## src/rtl/details.sv

```systemverilog
// rtl/details.sv - shared datapath package: bus source select codes and default widths
package details;

    localparam int DEF_WIDTH    = 12;
    localparam int DEF_IR_WIDTH = 8;

    typedef enum logic [3:0] {
        DMem_sel = 4'd0,
        R_sel    = 4'd1,
        IR_sel   = 4'd2,
        RL_sel   = 4'd3,
        RC_sel   = 4'd4,
        RP_sel   = 4'd5,
        RQ_sel   = 4'd6,
        R1_sel   = 4'd7,
        AC_sel   = 4'd8,
        idle     = 4'd9
    } bus_in_sel_t;

endpackage

```

## src/rtl/multiplexer.sv

```systemverilog
// rtl/multiplexer.sv - registered bus-source multiplexer driving the shared internal bus
module multiplexer
    import details::*;
#(
    parameter int WIDTH    = DEF_WIDTH,
    parameter int IR_WIDTH = DEF_IR_WIDTH
) (
    input  logic                clk,
    input  logic                rstN,
    input  logic [3:0]          selectIn,
    input  logic [WIDTH-1:0]    DMem,
    input  logic [WIDTH-1:0]    R,
    input  logic [IR_WIDTH-1:0] IR,
    input  logic [WIDTH-1:0]    RL,
    input  logic [WIDTH-1:0]    RC,
    input  logic [WIDTH-1:0]    RP,
    input  logic [WIDTH-1:0]    RQ,
    input  logic [WIDTH-1:0]    R1,
    input  logic [WIDTH-1:0]    AC,
    output logic [WIDTH-1:0]    busOut,
    output logic                selErr
);

    logic [WIDTH-1:0] bus_d, bus_q;
    logic             sel_err_d, sel_err_q;
    logic [WIDTH-1:0] ir_ext;

    // Slice assignment keeps zero-extension legal even when IR_WIDTH == WIDTH.
    always_comb begin
        ir_ext                 = '0;
        ir_ext[IR_WIDTH-1:0]   = IR;
        bus_d                  = '0;
        sel_err_d              = 1'b0;
        case (bus_in_sel_t'(selectIn))
            DMem_sel: bus_d = DMem;
            R_sel:    bus_d = R;
            IR_sel:   bus_d = ir_ext;
            RL_sel:   bus_d = RL;
            RC_sel:   bus_d = RC;
            RP_sel:   bus_d = RP;
            RQ_sel:   bus_d = RQ;
            R1_sel:   bus_d = R1;
            AC_sel:   bus_d = AC;
            idle:     bus_d = '0;
            default: begin
                bus_d     = '0;
                sel_err_d = 1'b1;
            end
        endcase
    end

    always_ff @(posedge clk or negedge rstN) begin
        if (!rstN) begin
            bus_q     <= '0;
            sel_err_q <= 1'b0;
        end else begin
            bus_q     <= bus_d;
            sel_err_q <= sel_err_d;
        end
    end

    assign busOut = bus_q;
    assign selErr = sel_err_q;

endmodule

```

## config.mk

```make
export PLATFORM = sky130hd
export DESIGN_NAME = multiplexer
export DESIGN_NICKNAME = d
export VERILOG_FILES = /design/src/rtl/details.sv /design/src/rtl/multiplexer.sv
export SDC_FILE = /design/constraint.sdc
export NUM_CORES = 1
export LEC_CHECK = 0
export ABC_CLOCK_PERIOD_IN_PS = 800
export BUFFER_PORTS_ARGS = -buffer_cell sky130_fd_sc_hd__buf_2
export CAP_MARGIN = 20
export CORE_MARGIN = 2
export CORE_UTILIZATION = 35
export CTS_CLUSTER_DIAMETER = 100
export DETAILED_ROUTE_END_ITERATION = 10
export PLACE_DENSITY = 0.83
export RECOVER_POWER = 50
export SLEW_MARGIN = 20
export SYNTH_ARGS = -nofsm -noshare
export SYNTH_HDL_FRONTEND = slang
export SYNTH_SLANG_ARGS = --single-unit
```

## constraint.sdc

```tcl
create_clock -name clk -period 0.8 [get_ports clk]
set_input_delay 0.12 -clock clk [delete_from_list [all_inputs] [get_ports clk]]
set_output_delay 0.12 -clock clk [all_outputs]
set_load 0.01 [all_outputs]
```

==> results of run 1 <==
## layout make-up
| type | count | area share, % |
|---|---|---|
| multi-input cells | 146 | 45.2 |
| flip-flops and latches | 13 | 11.9 |
| repair buffers | 162 | 38.7 |
| clock buffers | 4 | 1.65 |
| inverters | 1 | 0.137 |
| well taps | 52 | 2.38 |
## critical path, delay by kind of cell
kind / cells / cell delay, ps
AND/OR/NAND/NOR: 3 / 710
buffers and inverters: 2 / 220
## logic make-up after synthesis
group	count (synthesis)	share of synthesized area (%)
AO/OA/AOI/OAI	42	17.7
AND/OR/NAND/NOR	86	40.2
flip-flops	13	21.2
multiplexers	18	13.9
buffers and inverters	20	7.02
## flip-flops by register name, summed over array words and instances (netlist names)
register	cells
busOut	12
selErr	1
## synth_stat cells, drive strengths merged, types with 4 or more instances
cell | instances | share of area, %
mux2 | 13 | 9.6
nand4 | 7 | 2.9
a32oi | 5 | 2.9
and3b | 17 | 9.7
nand3b | 11 | 5.4
dfrtp | 13 | 21
and3 | 13 | 5.3
nor2 | 6 | 1.5
clkbuf | 7 | 1.7
nor3b | 14 | 6.9
o21ai | 19 | 6.2
buf | 12 | 5.1
mux2i | 4 | 2.6
## through the flow
step | cell area (um2) | utilization [%] | worst slack (ps)
after floorplan | 1590 | - | -298
after global routing | 2730 | 63.7 | -186
after CTS | 2640 | 61.5 | -198
after global placement | 2380 | 55.4 | -562
final | 2730 | 63.7 | -155
after detailed placement | 2380 | 55.4 | -559
## worst max path at each step
stage                          end         from  slack (ps)
3_5_place_dp   busOut[6]$_DFF_PN0_  selectIn[0]        -560
2_1_floorplan  busOut[2]$_DFF_PN0_  selectIn[0]        -300
3_3_place_gp   busOut[6]$_DFF_PN0_  selectIn[2]        -560
5_1_grt        busOut[2]$_DFF_PN0_  selectIn[0]        -190
6_report       busOut[2]$_DFF_PN0_  selectIn[0]        -160
4_1_cts        busOut[2]$_DFF_PN0_  selectIn[0]        -200
## power by group
group | total [mW] | switching [mW] | internal, mW
Clock | 0.566 | 0.215 | 0.351
Sequential | 0.742 | 0.0197 | 0.722
Combinational | 1.18 | 0.488 | 0.687
## what timing repair did
action / CTS / global route
pin swaps: 15 / 14
setup endpoints to repair: 25 / 25
setup buffers: 6 / 1
hold buffers: 1 / 0
resized for setup: 38 / 28
cloned: 1 / 0
endpoints found under the hold margin: 13 / 0
## metal layers
| layer | track usage (%) | vias up | routed length [um] |
|---|---|---|---|
| met2 | 41.3 | 76 | 2980 |
| met1 | 27.5 | 939 | 2420 |
| met4 | 3.85 | 0 | 56 |
| met5 | 0 | - | 0 |
| met3 | 2.60 | 6 | 324 |
| li1 | - | 989 | - |
==> flow_metrics.py, run 1 <==
metrics = {
    "route": {
        "drtAntennaViolNets": 0,
        "drt_iter0_drc": 72,
        "wirelength_mm": 5.79,
        "via_count": 2010,
        "dr.pass1.iters": 4,
        "wl_per_cell_um": 15.3,
        "vias_per_cell": 5.32,
        "remaining_drc_errors": 0,
    },
    "hold_path": {
        "whs_path_depth": 3,
        "hold_end": "busOut[3]$_DFF_PN0_",
        "hold_path_class": "primary input to flop",
        "hp-start": "IR[3]",
    },
    "logic_synthesis": {
        "yosysUniqueCellTypes": 39,
        "synthesis.area_um2": 1530,
        "syn_avg_cell_area_um2": 8.56,
        "synth-edff-count": 0,
        "yosysWarnings": 0,
        "synthFlopType": "dfrtp_1",
        "postSynthNetCount": 289,
        "seq_area_frac_synth_pct": 21.2,
        "ys_async_sr_fraction_pct": 100,
        "synth_cells": 179,
        "ys_seq_elements": 13,
    },
    "critical_path": {
        "worst-path-max-fanout": 6,
        "cp.arrival_ps": 1050,
        "crit_slowest_cell": "or4_1",
        "crit_path_max_incr_delay_ps": 470,
        "start_kind": "primary input",
        "end_kind": "flop",
        "required_ps": 900,
        "path_cells": "buf_12, buf_6, nor2b_4, and3_1, or4_1",
        "worstSetupPathType": "primary input to flop",
    },
    "timing": {
        "worst_pin_slew_ps": 317,
        "rsz0062_at_grt": "yes",
        "setup_viol": 25,
        "report.final.slew_viol_count": 0,
        "whs_ps": 106,
        "period_minus_slack_ps": 955,
        "max_freq_ghz": 1.05,
        "hold_viol_final": 0,
        "slew_headroom_pct": 78.8,
        "fin_tns_setup_ps": -1580,
        "setup_ws_ps": -155,
        "fin_crit_sh_pct": 119,
    },
    "floorplan": {
        "core_area_um2": 4290,
        "fp.dieH_um": 70.2,
        "rows": 24,
        "ioPinCount": 123,
        "dieWidth_um": 70.2,
        "start_util_pct": 35.7,
        "die_area_um2": 4920,
    },
    "grt": {
        "grt.total_usage_pct": 22.1,
        "antenna_found_initial": 0,
        "grt_max_degree": 20,
        "grt_pass1_vias": 2021,
        "grt-ovfl-total": 0,
        "grt_pass1_wl_mm": 8.98,
    },
    "power": {
        "p_leak_nw": 1.42,
        "power.density_nw_per_um2": 908,
        "ir_drop_uv": 653,
        "power.total_mw": 2.48,
    },
    "clock_tree": {
        "h-tree-depth": 1,
        "clkTransAtPathRegs_ps": 50,
        "clock-sinks": 13,
        "cts_buffer_depth": 2,
        "cts-root-buf": "clkbuf_8",
        "cts_made_buffers": 3,
        "cts_tree": "done",
    },
    "placement": {
        "dpl.hpwl_mm": 4.35,
        "io_buffers": 122,
        "place_congestion": 0.919,
        "dp.cells": 366,
    },
    "final_layout": {
        "final_common_cell": "buf_2",
        "instances_no_fill": 378,
        "final_nets": 437,
        "seqCellArea_um2": 325,
        "antennaDiodeCount": 0,
        "multi_input_area_um2": 1240,
        "areaGrowthSynthToFinish_pct": 78.4,
        "drive_gt1_share_pct": 61.7,
        "final_cell_mix": "buf_2, buf_4, and3b_1, buf_6",
        "fillers": 394,
    },
    "run_status": {
        "violations": "setup timing",
        "status": "complete, but fails checks",
    },
    "job": {
        "cap_violations": 0,
    },
}
No activity file was read; power rests on OpenSTA's default activity.
==> inputs of run 2 (changes only) <==
- CORE_UTILIZATION: 35 -> 43
- PLACE_DENSITY: 0.83 -> 0.95
==> run 2 against run 1 <==
  * The flow still finishes with violations (setup timing)
  * Via count grew 19%
  * Critical path type is now flop to primary output
  * Global-route usage grew 12 points
  * Cell count grew 0.79%
  * Largest cell class is now buffers
  * Hold slack lost 64 ps
  * Critical path depth shrank 4
  * Sequential power is essentially flat
  * Non-clock buffer count grew 9
  * Maximum frequency shrank 2.4%
  * Utilization grew 24 points
==> flow_metrics.py, run 2 (synthesized netlist as in run 1, its figures left out) <==
metrics = {
    "run_status": {
        "status": "complete, but fails checks",
        "violations": "setup timing",
    },
    "route": {
        "dr.pass1.iters": 5,
        "vias_per_cell": 6.30,
        "drtAntennaViolNets": 0,
        "wirelength_mm": 8.05,
        "drt_iter0_drc": 344,
        "remaining_drc_errors": 0,
        "via_count": 2401,
        "wl_per_cell_um": 21.1,
    },
    "critical_path": {
        "end_kind": "primary output",
        "required_ps": 680,
        "cp.arrival_ps": 860,
        "worstSetupPathType": "flop to primary output",
        "worst-path-max-fanout": 1,
        "path_depth": 1,
        "path_cells": "buf_2",
        "crit_path_max_incr_delay_ps": 410,
        "crit_slowest_cell": "dfrtp_1",
        "start_kind": "flop",
        "startpoint": "busOut[11]$_DFF_PN0_",
        "cp_top_family": "flip-flops",
        "crit_end": "busOut[11]",
        "critPathBufInv": 1,
    },
    "timing": {
        "period_minus_slack_ps": 979,
        "rsz0062_at_grt": "yes",
        "setup_viol": 22,
        "hold_viol_final": 0,
        "fin_crit_sh_pct": 122,
        "fin_tns_setup_ps": -2000,
        "max_freq_ghz": 1.02,
        "worst_pin_slew_ps": 348,
        "report.final.slew_viol_count": 0,
        "slew_headroom_pct": 76.8,
        "setup_ws_ps": -179,
    },
    "floorplan": {
        "rows": 21,
        "core_area_um2": 3390,
        "fp.dieH_um": 63.7,
        "ioPinCount": 123,
        "dieWidth_um": 63.7,
        "die_area_um2": 4060,
        "start_util_pct": 45.2,
    },
    "final_layout": {
        "final_common_cell": "buf_2",
        "drive_gt1_share_pct": 65.1,
        "largest_reg_flops": 12,
        "final_nets": 446,
        "areaGrowthSynthToFinish_pct": 93.9,
        "antennaDiodeCount": 0,
        "final_cell_mix": "buf_2, buf_4, and3b_1, dfrtp_1",
    },
    "grt": {
        "grt-ovfl-total": 0,
        "grt_max_degree": 16,
        "grt.total_usage_pct": 34.0,
        "grt_pass1_vias": 2294,
        "grt_pass1_wl_mm": 10.7,
        "antenna_found_initial": 0,
    },
    "power": {
        "power.density_nw_per_um2": 876,
        "power.total_mw": 2.60,
        "ir_drop_uv": 499,
        "p_leak_nw": 1.55,
    },
    "job": {
        "cap_violations": 0,
    },
    "clock_tree": {
        "cts-root-buf": "clkbuf_4",
        "cts_buffer_depth": 2,
        "clkTransAtPathRegs_ps": 100,
        "cts_tree": "done",
        "cts_made_buffers": 3,
        "clock-sinks": 13,
        "h-tree-depth": 1,
    },
    "placement": {
        "io_buffers": 122,
        "place_congestion": 0.908,
        "dpl.hpwl_mm": 4.56,
    },
    "hold_path": {
        "hold_path_class": "primary input to flop",
    },
}
==> run 2: changes by cell type in the layout (fill, tap and decap cells not counted), sizes merged <==
cell and delta:
clkbuf +1, clkinv +1, buf +5, bufbuf +2
==> run 2: how the worst min path moves through the flow <==
stage | start | to | slack, ps | cells past startpoint
floorplan | rstN | busOut[0]$_DFF_PN0_ | -180 | 0
global placement | rstN | busOut[3]$_DFF_PN0_ | 10 | 1
detailed placement | rstN | busOut[5]$_DFF_PN0_ | 20 | 1
CTS | IR[5] | busOut[5]$_DFF_PN0_ | 60 | 3
global route | IR[3] | busOut[3]$_DFF_PN0_ | 50 | 3
finish | IR[3] | busOut[3]$_DFF_PN0_ | 40 | 3
==> run 2: cell type report <==
cell class / count / area [um2]
Tap cell: 46 / 57.6
Sequential cell: 13 / 325
Clock inverter: 1 / 5.00
Fill cell: 164 / 418
Inverter: 1 / 3.75
Timing Repair Buffer: 171 / 1290
Clock buffer: 3 / 22.5
Multi-Input combinational cell: 146 / 1260
==> run 2: where the power goes <==
group | switching [mW] | total [mW] | internal, mW
registers | 0.0236 | 0.744 | 0.720
logic | 0.578 | 1.39 | 0.814
clock network | 0.281 | 0.467 | 0.187
total | 0.882 | 2.60 | 1.72
==> run 2: timing repair <==
action / CTS / global route
pin swaps: 17 / 12
resized for setup: 55 / 27
hold buffers: 1 / 0
setup buffers: 12 / 2
gates cloned: 5 / 2
hold endpoints to repair: 13 / 0
endpoints found under the setup margin: 25 / 25
==> run 2: per-layer routing <==
metal,share of wire (%),global-route usage (%)
met4,4.7,12.2
met3,11,7.32
met1,36,38.3
met5,0,0
met2,49,62.2
==> run 2: through the flow <==
stage	cells	util [%]	area, um2	hold WS, ps	setup WS (ps)
global placement	356	69.5	2360	14.4	-492
CTS	378	83.2	2820	59.1	-123
floorplan	179	-	1590	-176	-298
detailed placement	356	69.5	2360	20.5	-580
finish	381	87.7	2970	41.5	-179
global route	381	87.7	2970	45.8	-197
==> inputs of run 3 (changes only) <==
- PLACE_DENSITY: 0.95 -> 0.89
- TNS_END_PERCENT: not set -> 30
==> run 3 against run 2 <==
  * The flow still finishes with violations (setup timing)
  * Maximum frequency increased by 5.7%
  * Die area unchanged
  * Via count decreased by 11%
  * Critical path depth increased by 4
  * First-iteration DRC count decreased by 49%
  * Design area decreased by 10%
  * Utilization decreased by 9.1 points
  * Clock power decreased by 10%
  * Sequential power decreased by 1%
  * Setup slack improved by 53 ps
  * Routed wire length decreased by 18%
  * Global-route usage decreased by 4.3 points
  * Largest cell class is now multi-input gates
==> flow_metrics.py, run 3 (synthesized netlist as in run 1, its figures left out) <==
metrics = {
    "timing": {
        "max_freq_ghz": 1.08,
        "period_minus_slack_ps": 925,
        "setup_viol": 24,
        "rsz0062_at_grt": "yes",
        "slew_headroom_pct": 77.2,
        "setup_ws_ps": -125,
        "fin_crit_sh_pct": 116,
        "report.final.slew_viol_count": 0,
        "hold_viol_final": 0,
        "whs_ps": 71.9,
        "worst_pin_slew_ps": 342,
    },
    "grt": {
        "met3_usage_pct": 3.57,
        "use_met1_pct": 38.9,
        "grt_pass1_wl_mm": 9.49,
        "grt_max_degree": 24,
        "grt-ovfl-total": 0,
        "grt.total_usage_pct": 29.7,
        "grt-busiest-layer": "met2",
        "grt_util_met2_pct": 50.9,
        "grt_pass1_vias": 2016,
        "antenna_found_initial": 0,
    },
    "power": {
        "ir_drop_uv": 407,
        "p_leak_nw": 1.40,
        "power.density_nw_per_um2": 876,
        "power.total_mw": 2.33,
    },
    "route": {
        "dr.pass1.iters": 5,
        "via_count": 2134,
        "drtAntennaViolNets": 0,
        "wl_per_cell_um": 17.8,
        "drt_iter0_drc": 174,
        "remaining_drc_errors": 0,
        "wirelength_mm": 6.56,
        "vias_per_cell": 5.80,
    },
    "run_status": {
        "status": "complete, but fails checks",
        "violations": "setup timing",
    },
    "floorplan": {
        "dieWidth_um": 63.7,
        "start_util_pct": 45.2,
        "die_area_um2": 4060,
        "core_area_um2": 3390,
        "rows": 21,
        "fp.dieH_um": 63.7,
        "ioPinCount": 123,
    },
    "final_layout": {
        "largest_reg_flops": 12,
        "final_common_cell": "buf_2",
        "instances_no_fill": 368,
        "areaGrowthSynthToFinish_pct": 73.7,
        "antennaDiodeCount": 0,
        "final_cell_mix": "buf_2, buf_4, and3b_1, and3_1, dfrtp_1",
        "drive_gt1_share_pct": 60.9,
        "final_nets": 433,
    },
    "critical_path": {
        "end_kind": "flop",
        "worst-path-max-fanout": 13,
        "worstSetupPathType": "primary input to flop",
        "required_ps": 940,
        "start_kind": "primary input",
        "cp.arrival_ps": 1060,
    },
    "placement": {
        "dpl.hpwl_mm": 4.59,
        "dp.cells": 358,
        "io_buffers": 122,
        "pre_cts_slack_ps": -585,
        "place_congestion": 0.898,
    },
    "clock_tree": {
        "cts-root-buf": "clkbuf_4",
        "cts_tree": "done",
        "clock-sinks": 13,
        "h-tree-depth": 1,
        "cts_buffer_depth": 2,
        "cts_made_buffers": 3,
        "clkTransAtPathRegs_ps": 80,
    },
    "hold_path": {
        "hold_path_class": "primary input to flop",
    },
    "job": {
        "cap_violations": 0,
    },
}
## run 3: cell count changes in the layout (fill, tap and decap cells not counted), sizes merged
cell and delta:
buf -9, bufbuf -2, clkbuf -1, clkinv -1
## run 3: per-layer routing
metal / routed length, um / part of all wire (%)
met3: 727 / 11
met5: 0 / 0
met2: 3240 / 49
met1: 2430 / 37
met4: 170 / 2.6
## run 3: final timing paths
kind / start / end / slack, ps / depth (start not counted)
min in group asynchronous: rstN / busOut[6]$_DFF_PN0_ / 260 / 2
max in group asynchronous: rstN / busOut[3]$_DFF_PN0_ / 280 / 2
min: IR[5] / busOut[5]$_DFF_PN0_ / 70 / 3
max: selectIn[1] / busOut[8]$_DFF_PN0_ / -130 / 5
## run 3: timing repair
| item | CTS | global route |
|---|---|---|
| resized for setup | 39 | 24 |
| setup endpoints to repair | 25 | 25 |
| pin swaps | 10 | 5 |
| setup buffers | 3 | 0 |
| gates cloned | 2 | 0 |
| hold buffers | 1 | 0 |
| hold endpoints to repair | 13 | 0 |
## run 3: report_power, final
group          switching, mW  internal (mW)  leakage (nW)
Clock                  0.226          0.194        0.0150
Combinational          0.509          0.666          1.21
Sequential            0.0167          0.720         0.167
## run 3: metrics by stage
stage / area (um2) / TNS, ps / utilization (%)
after global placement: 2350 / -5850 / 69.4
after global routing: 2660 / -2300 / 78.6
final: 2660 / -1660 / 78.6
after floorplan: 1550 / -2860 / -
after detailed placement: 2350 / -6170 / 69.4
after CTS: 2580 / -1400 / 76.1
## run 3: worst max-delay path: stages
cell and delay (ps):
buf_8 130, buf_12 150, and3b_1 250, a32oi_1 240, o211ai_1 170
## run 3: final cells by class
type / count / area (um2)
Timing Repair Buffer: 158 / 1020
Fill cell: 213 / 727
Sequential cell: 13 / 325
Inverter: 1 / 3.75
Clock buffer: 4 / 26.3
Multi-Input combinational cell: 146 / 1230
Tap cell: 46 / 57.6
